[src/rtl/parity_tx.sv]
// Parity encoder with a 2-entry skid buffer between a valid/grant upstream and downstream.
// Adds one parity bit per word, with a one-shot parity-corruption hook and a transfer counter.
module parity_tx #(
    parameter int unsigned DATA_WIDTH = 17,
    parameter logic        PARITY     = 1'b1,
    parameter logic        P_BIT      = 1'b1
) (
    input  logic                  clk,
    input  logic                  rst,
    input  logic                  valid_in,
    output logic                  grant_out,
    input  logic [DATA_WIDTH-2:0] payload_in,
    output logic                  valid_out,
    input  logic                  grant_in,
    output logic [DATA_WIDTH-1:0] data_out,
    input  logic                  err_inject,
    output logic                  inj_pending,
    output logic [15:0]           tx_count
);

    typedef enum logic [1:0] {
        EMPTY = 2'd0,
        ONE   = 2'd1,
        TWO   = 2'd2
    } state_t;

    state_t                state;
    logic [DATA_WIDTH-1:0] skid;
    logic                  accept;
    logic                  xfer;
    logic                  par_bit;
    logic [DATA_WIDTH-1:0] enc_word;

    assign accept = valid_in & grant_out;
    assign xfer   = valid_out & grant_in;

    // Encoded form of the incoming payload, parity inverted when an injection is due.
    always_comb begin
        par_bit  = (PARITY ? ^payload_in : ~^payload_in) ^ (err_inject | inj_pending);
        enc_word = P_BIT ? {payload_in, par_bit} : {par_bit, payload_in};
    end

    // data_out doubles as the head entry so it holds its value once the buffer drains.
    always_ff @(posedge clk) begin
        if (rst) begin
            state       <= EMPTY;
            grant_out   <= 1'b0;
            valid_out   <= 1'b0;
            data_out    <= '0;
            skid        <= '0;
            inj_pending <= 1'b0;
            tx_count    <= '0;
        end else begin
            if (xfer) begin
                tx_count <= tx_count + 16'd1;
            end
            if (accept) begin
                inj_pending <= 1'b0;
            end else if (err_inject) begin
                inj_pending <= 1'b1;
            end

            case (state)
                EMPTY: begin
                    grant_out <= 1'b1;
                    valid_out <= accept;
                    if (accept) begin
                        data_out <= enc_word;
                        state    <= ONE;
                    end
                end
                ONE: begin
                    case ({accept, xfer})
                        2'b11: begin
                            data_out  <= enc_word;
                            grant_out <= 1'b1;
                            valid_out <= 1'b1;
                        end
                        2'b10: begin
                            skid      <= enc_word;
                            state     <= TWO;
                            grant_out <= 1'b0;
                            valid_out <= 1'b1;
                        end
                        2'b01: begin
                            state     <= EMPTY;
                            grant_out <= 1'b1;
                            valid_out <= 1'b0;
                        end
                        default: begin
                            grant_out <= 1'b1;
                            valid_out <= 1'b1;
                        end
                    endcase
                end
                TWO: begin
                    valid_out <= 1'b1;
                    if (xfer) begin
                        data_out  <= skid;
                        state     <= ONE;
                        grant_out <= 1'b1;
                    end else begin
                        grant_out <= 1'b0;
                    end
                end
                default: begin
                    state     <= EMPTY;
                    grant_out <= 1'b1;
                    valid_out <= 1'b0;
                end
            endcase
        end
    end

endmodule

[config.mk]
export PLATFORM = sky130hd
export DESIGN_NAME = parity_tx
export DESIGN_NICKNAME = d
export VERILOG_FILES = /design/src/rtl/parity_tx.sv
export SDC_FILE = /design/constraint.sdc
export NUM_CORES = 1
export LEC_CHECK = 0
export ABC_AREA = 1
export ABC_CLOCK_PERIOD_IN_PS = 1800
export CAP_MARGIN = 20
export CORE_MARGIN = 8
export CORE_UTILIZATION = 52
export CTS_BUF_LIST = sky130_fd_sc_hd__clkbuf_8
export DETAILED_ROUTE_END_ITERATION = 16
export PLACE_DENSITY = 0.84
export SYNTH_ARGS = -nofsm -noshare
export SYNTH_HDL_FRONTEND = slang
export SYNTH_SLANG_ARGS = --single-unit
[constraint.sdc]
create_clock -name clk -period 1.8 [get_ports clk]
set_input_delay 0.36 -clock clk [delete_from_list [all_inputs] [get_ports clk]]
set_output_delay 0.36 -clock clk [all_outputs]
set_load 0.1 [all_outputs]
== Yosys cells after proc, flatten, opt, wreduce, memory -nomap -nowiden ==
Index checks and enable logic that the tools add are counted.

* Bits in registers: 55
* Input port bits: 21
* Output and inout bits: 36
* Word-level logic and storage cells: 41

* Add/sub/neg operators: 1
* Equal/unequal tests: 9
* Mux-type cells: 13
* Bitwise gates (word level): 4
* Reduce and logical (&&, ||, !) cells: 7

{| class="wikitable"
|+ Operator list
! kind !! count
|-
| $mux W17 || 3
|-
| $pmux W17 S3 || 1
|-
| $add A16 B1 Y16 const B || 1
|-
| $reduce_xor A16 Y1 || 1
|-
| $eq A2 B2 Y1 const B || 3
|-
| $pmux W2 S3 || 1
|-
| $eq A2 B1 Y1 const B || 2
|-
| $mux W2 || 2
|-
| $ne A2 B2 Y1 const B || 2
|-
| $pmux W2 S2 || 1
|-
| $reduce_and A4 Y1 || 1
|-
| $mux W1 || 3
|-
| $ne A3 B2 Y1 const B || 1
|-
| $pmux W1 S3 || 1
|-
| $reduce_and A3 Y1 || 1
|-
| $reduce_bool A3 Y1 || 1
|-
| $and A1 B1 Y1 || 2
|-
| $logic_not A2 Y1 || 1
|-
| $ne A2 B1 Y1 const B || 1
|-
| $pmux W1 S2 || 1
|-
| $reduce_and A2 Y1 || 1
|-
| $reduce_or A2 Y1 || 1
|-
| $or A1 B1 Y1 || 1
|-
| $xor A1 B1 Y1 || 1
|}

== Longest topological paths before layout ==
* Depth after elaboration: 4
* Mapped depth: 13
* Depth with buffers taken out: 13

== Least setup slack after synthesis ==
Ideal clock, no wire load.

* Path kind: flip-flop to flip-flop
* From: register tx_count[0]
* To: register tx_count[12]
* Library setup time: 119 ps
* Data arrival time: 2,294 ps
* Required time: 1,681 ps
* Slack: -612 ps
* Cell stages (with the launch flop): 11
* Path buffers: 0
* Clock period less this slack: 2,412 ps
* Cell sequence: dfxtp_1 -> ha_1 -> nand3_4 -> nor2_4 -> nand2_2 -> nor2_4 -> nand2_4 -> nor2_8 -> nand2_2 -> o21ai_1 -> nor2_1

* Longest elaborated chain between the ends: 1

{| class="wikitable"
|+ Ends and longest elaborated chain
! item !! RTL line !! text
|-
| start, declared || 18 || <nowiki>output logic [15:0] tx_count</nowiki>
|-
| start signal, assigned || 55 || <nowiki>tx_count <= tx_count + 16'd1;</nowiki>
|-
| $add A16 B1 Y16 || 55 ||
|}

No other way between the ends.
A chain may end at the register's enable or synchronous reset.

== Final worst setup path ==
* From: input grant_in
* To: register tx_count[12]

* Longest elaborated chain between the ends: 1

{| class="wikitable"
|+ Ends and longest elaborated chain
! item !! RTL line !! text
|-
| start, declared || 14 || <nowiki>input logic grant_in,</nowiki>
|-
| $and A1 B1 Y1 || 35 || <nowiki>assign xfer = valid_out & grant_in;</nowiki>
|}

No other way between the ends.

==> flow_summary.ini <==
[status]
status = finished clean

[logic_synthesis]
async_reset_ff_share_pct = 0
synth_seq_area_share_pct = 41.3
syn_inst = 370
syn_avg_cell_area_sq_um = 7.21
synth_ff_type = dfxtp_1
synthesis.area_sq_um = 2670
synth_nets = 396
synth_cell_types = 30
yosysTopAreaCell = dfxtp_1
netlist.area_leader.share_pct = 41.3
synth_seq_cells = 55
synthTopCellsByArea = dfxtp_1, nand2_1, o21ai_0, inv_1, a21oi_1
synth_edf_count = 0
yosysWarnings = 0

[global_routing]
grt_pass1_wl_um = 11800
grt_pass1_vias = 2732
grt.total_usage_pct = 18.9
grt_max_degree = 35
antenna_found_initial = 0
global_route.overflow_total = 0

[detailed_routing]
viasPerCell = 5.17
drtIter0Drc = 159
routed_wl_um = 7050
num_vias = 2696
routedWlPerCell_um = 13.5
first_pass_iters = 4
ant_nets = 0
drc = 0

[worst_setup_path]
critPathMaxFanout = 7
reg2regPathDepth = 10
crit_buf_inv = 2
end_kind = flip-flop
critPathKind = in2reg
cp.required_ps = 2010
cp_top_family = simple AND/OR/NAND/NOR gates
path_depth = 12
slowest_delay_ps = 470
crit_top_cell = nand2_2
cp.arrival_ps = 1860
start_kind = input pin
worstPathCellList = clkdlybuf4s50_1 > nand2_2 > inv_6 > nand3_4 > nor2_4 > nand2_2 > nor2_4 > nand2_4 > nor2_8 > nand2_2 > o21ai_1 > nor2_1
r2r_slack_ps = 160
slowest_stage = clkdlybuf4s50_1

[job]
cap_violations = 0

[cts]
clkSinkCount = 55
cts_inserted_buffers = 5
cts_buffer_depth = 2
cts_tree = built
h-tree-depth = 2
root_buffer = clkbuf_8
clk_pin_slew_ps = 100
insertion_delay_ps = 310
cts_resized = 0
ctsHoldBuffers = 0
cts_setup_buffers = 0

[cells_and_area]
n_antenna_cell = 0
drive_gt1_share_pct = 23.5
fin_nets = 476
area_growth_pct = 50.6
layout_commonest_cell = nand2_1
final_area_sq_um = 4020
fin_cells = 521
layout_common_cells = nand2_1, dfxtp_1, o21ai_0, buf_12, inv_1

[place]
placed_area_sq_um = 3890
port_buffers = 56
place_hpwl_um = 5280
gp_congestion = 0.864
placed_cells = 513

[die]
core_sq_um = 5040
rows = 26
die_y_um = 87.6
ioPinCount = 57
dieArea_sq_um = 7670
start_util_pct = 52.9
die_w_um = 87.6

[worst_hold_path]
hold_path_class = reg2reg
min_path_cells = 2

[timing]
hold_viol = 0
fin_crit_sh_pct = 91.8
fin_setup_tns_ps = 0
drv_slew = 0
relSlewSlack_pct = 75.3
fin_worst_skew_ps = 2.30
setup_violations = 0
rsz0062_at_grt = no
max_freq_ghz = 0.605
period_needed_ps = 1650
tightestPinTransition_ps = 371

[power_and_ir_drop]
p_total_mw = 6.35
power_density_nw_per_um2 = 1580
peakVddDrop_uv = 1750
p_leak_nw = 1.80
cells in the mapped netlist, types with 5 or more instances:
cell	count
a21oi_1	25
a31oi_1	18
buf_2	5
clkbuf_1	6
dfxtp_1	55
ha_1	5
inv_1	36
nand2_1	98
nand3_1	7
nor2_1	30
nor2_4	5
nor3_1	6
o21ai_0	43
path summary, 6_finish.rpt:
path              startpoint           end
setup / recovery    grant_in  tx_count[12]
hold / removal       skid[9]   data_out[9]
setup reg to reg    state[0]   data_out[1]
hold reg to reg      skid[9]   data_out[9]
power by group:
| part | internal [mW] | switching, mW | total [mW] |
|---|---|---|---|
| sequential | 1.51 | 0.265 | 1.77 |
| clock | 0.451 | 0.403 | 0.854 |
| combinational | 1.32 | 2.40 | 3.72 |
| total | 3.27 | 3.07 | 6.35 |
kinds of logic (layout without fill, tap and decap cells):
group,Yosys count,count (layout),synth area share (%)
buffers and inverters,53,134,7.93
and+or+nand+nor,158,158,27.6
AOI/OAI and AO/OA,91,91,18.2
DFF,55,55,41.3
adders and majority gates,5,5,2.35
xor gates and xnor gates,8,8,2.63
area by class of cell:
cell class,count,area (sq um)
Tap cell,70,87.6
Fill cell,327,1030
Timing Repair Buffer,87,1180
Multi-Input combinational cell,262,1360
Clock inverter,2,35.0
Clock buffer,6,82.6
Inverter,39,151
Sequential cell,55,1120
per-layer routing:
layer  vias to the layer above  wire, um  GRT usage (%)
met5                         -         0              0
met4                         0        53           6.09
met3                         5       441           5.07
met2                        82      3600           34.7
met1                      1249      2960           20.5
li1                       1360         -              -
flip-flops by register name (all words and copies together), names as in the netlist:
signal       flops
tx_count        16
data_out        17
grant_out        1
inj_pending      1
valid_out        1
skid            17
state            2
tightest hold or removal path, stage by stage (launching register included):
cell	delay, ps
dfxtp_1	320
nand2_1	50
a31oi_1	70
stage by stage:
stage | util, % | hold WS (ps) | setup slack [ps]
after floorplan | - | 447 | -6.91
after global placement | 77.2 | 457 | -74.0
after detailed placement | 77.2 | 459 | -160
after CTS | 79.6 | 479 | 77.1
after global routing | 79.6 | 500 | 1.61
final | 79.6 | 477 | 147
Power figures use the tool's default switching activity.
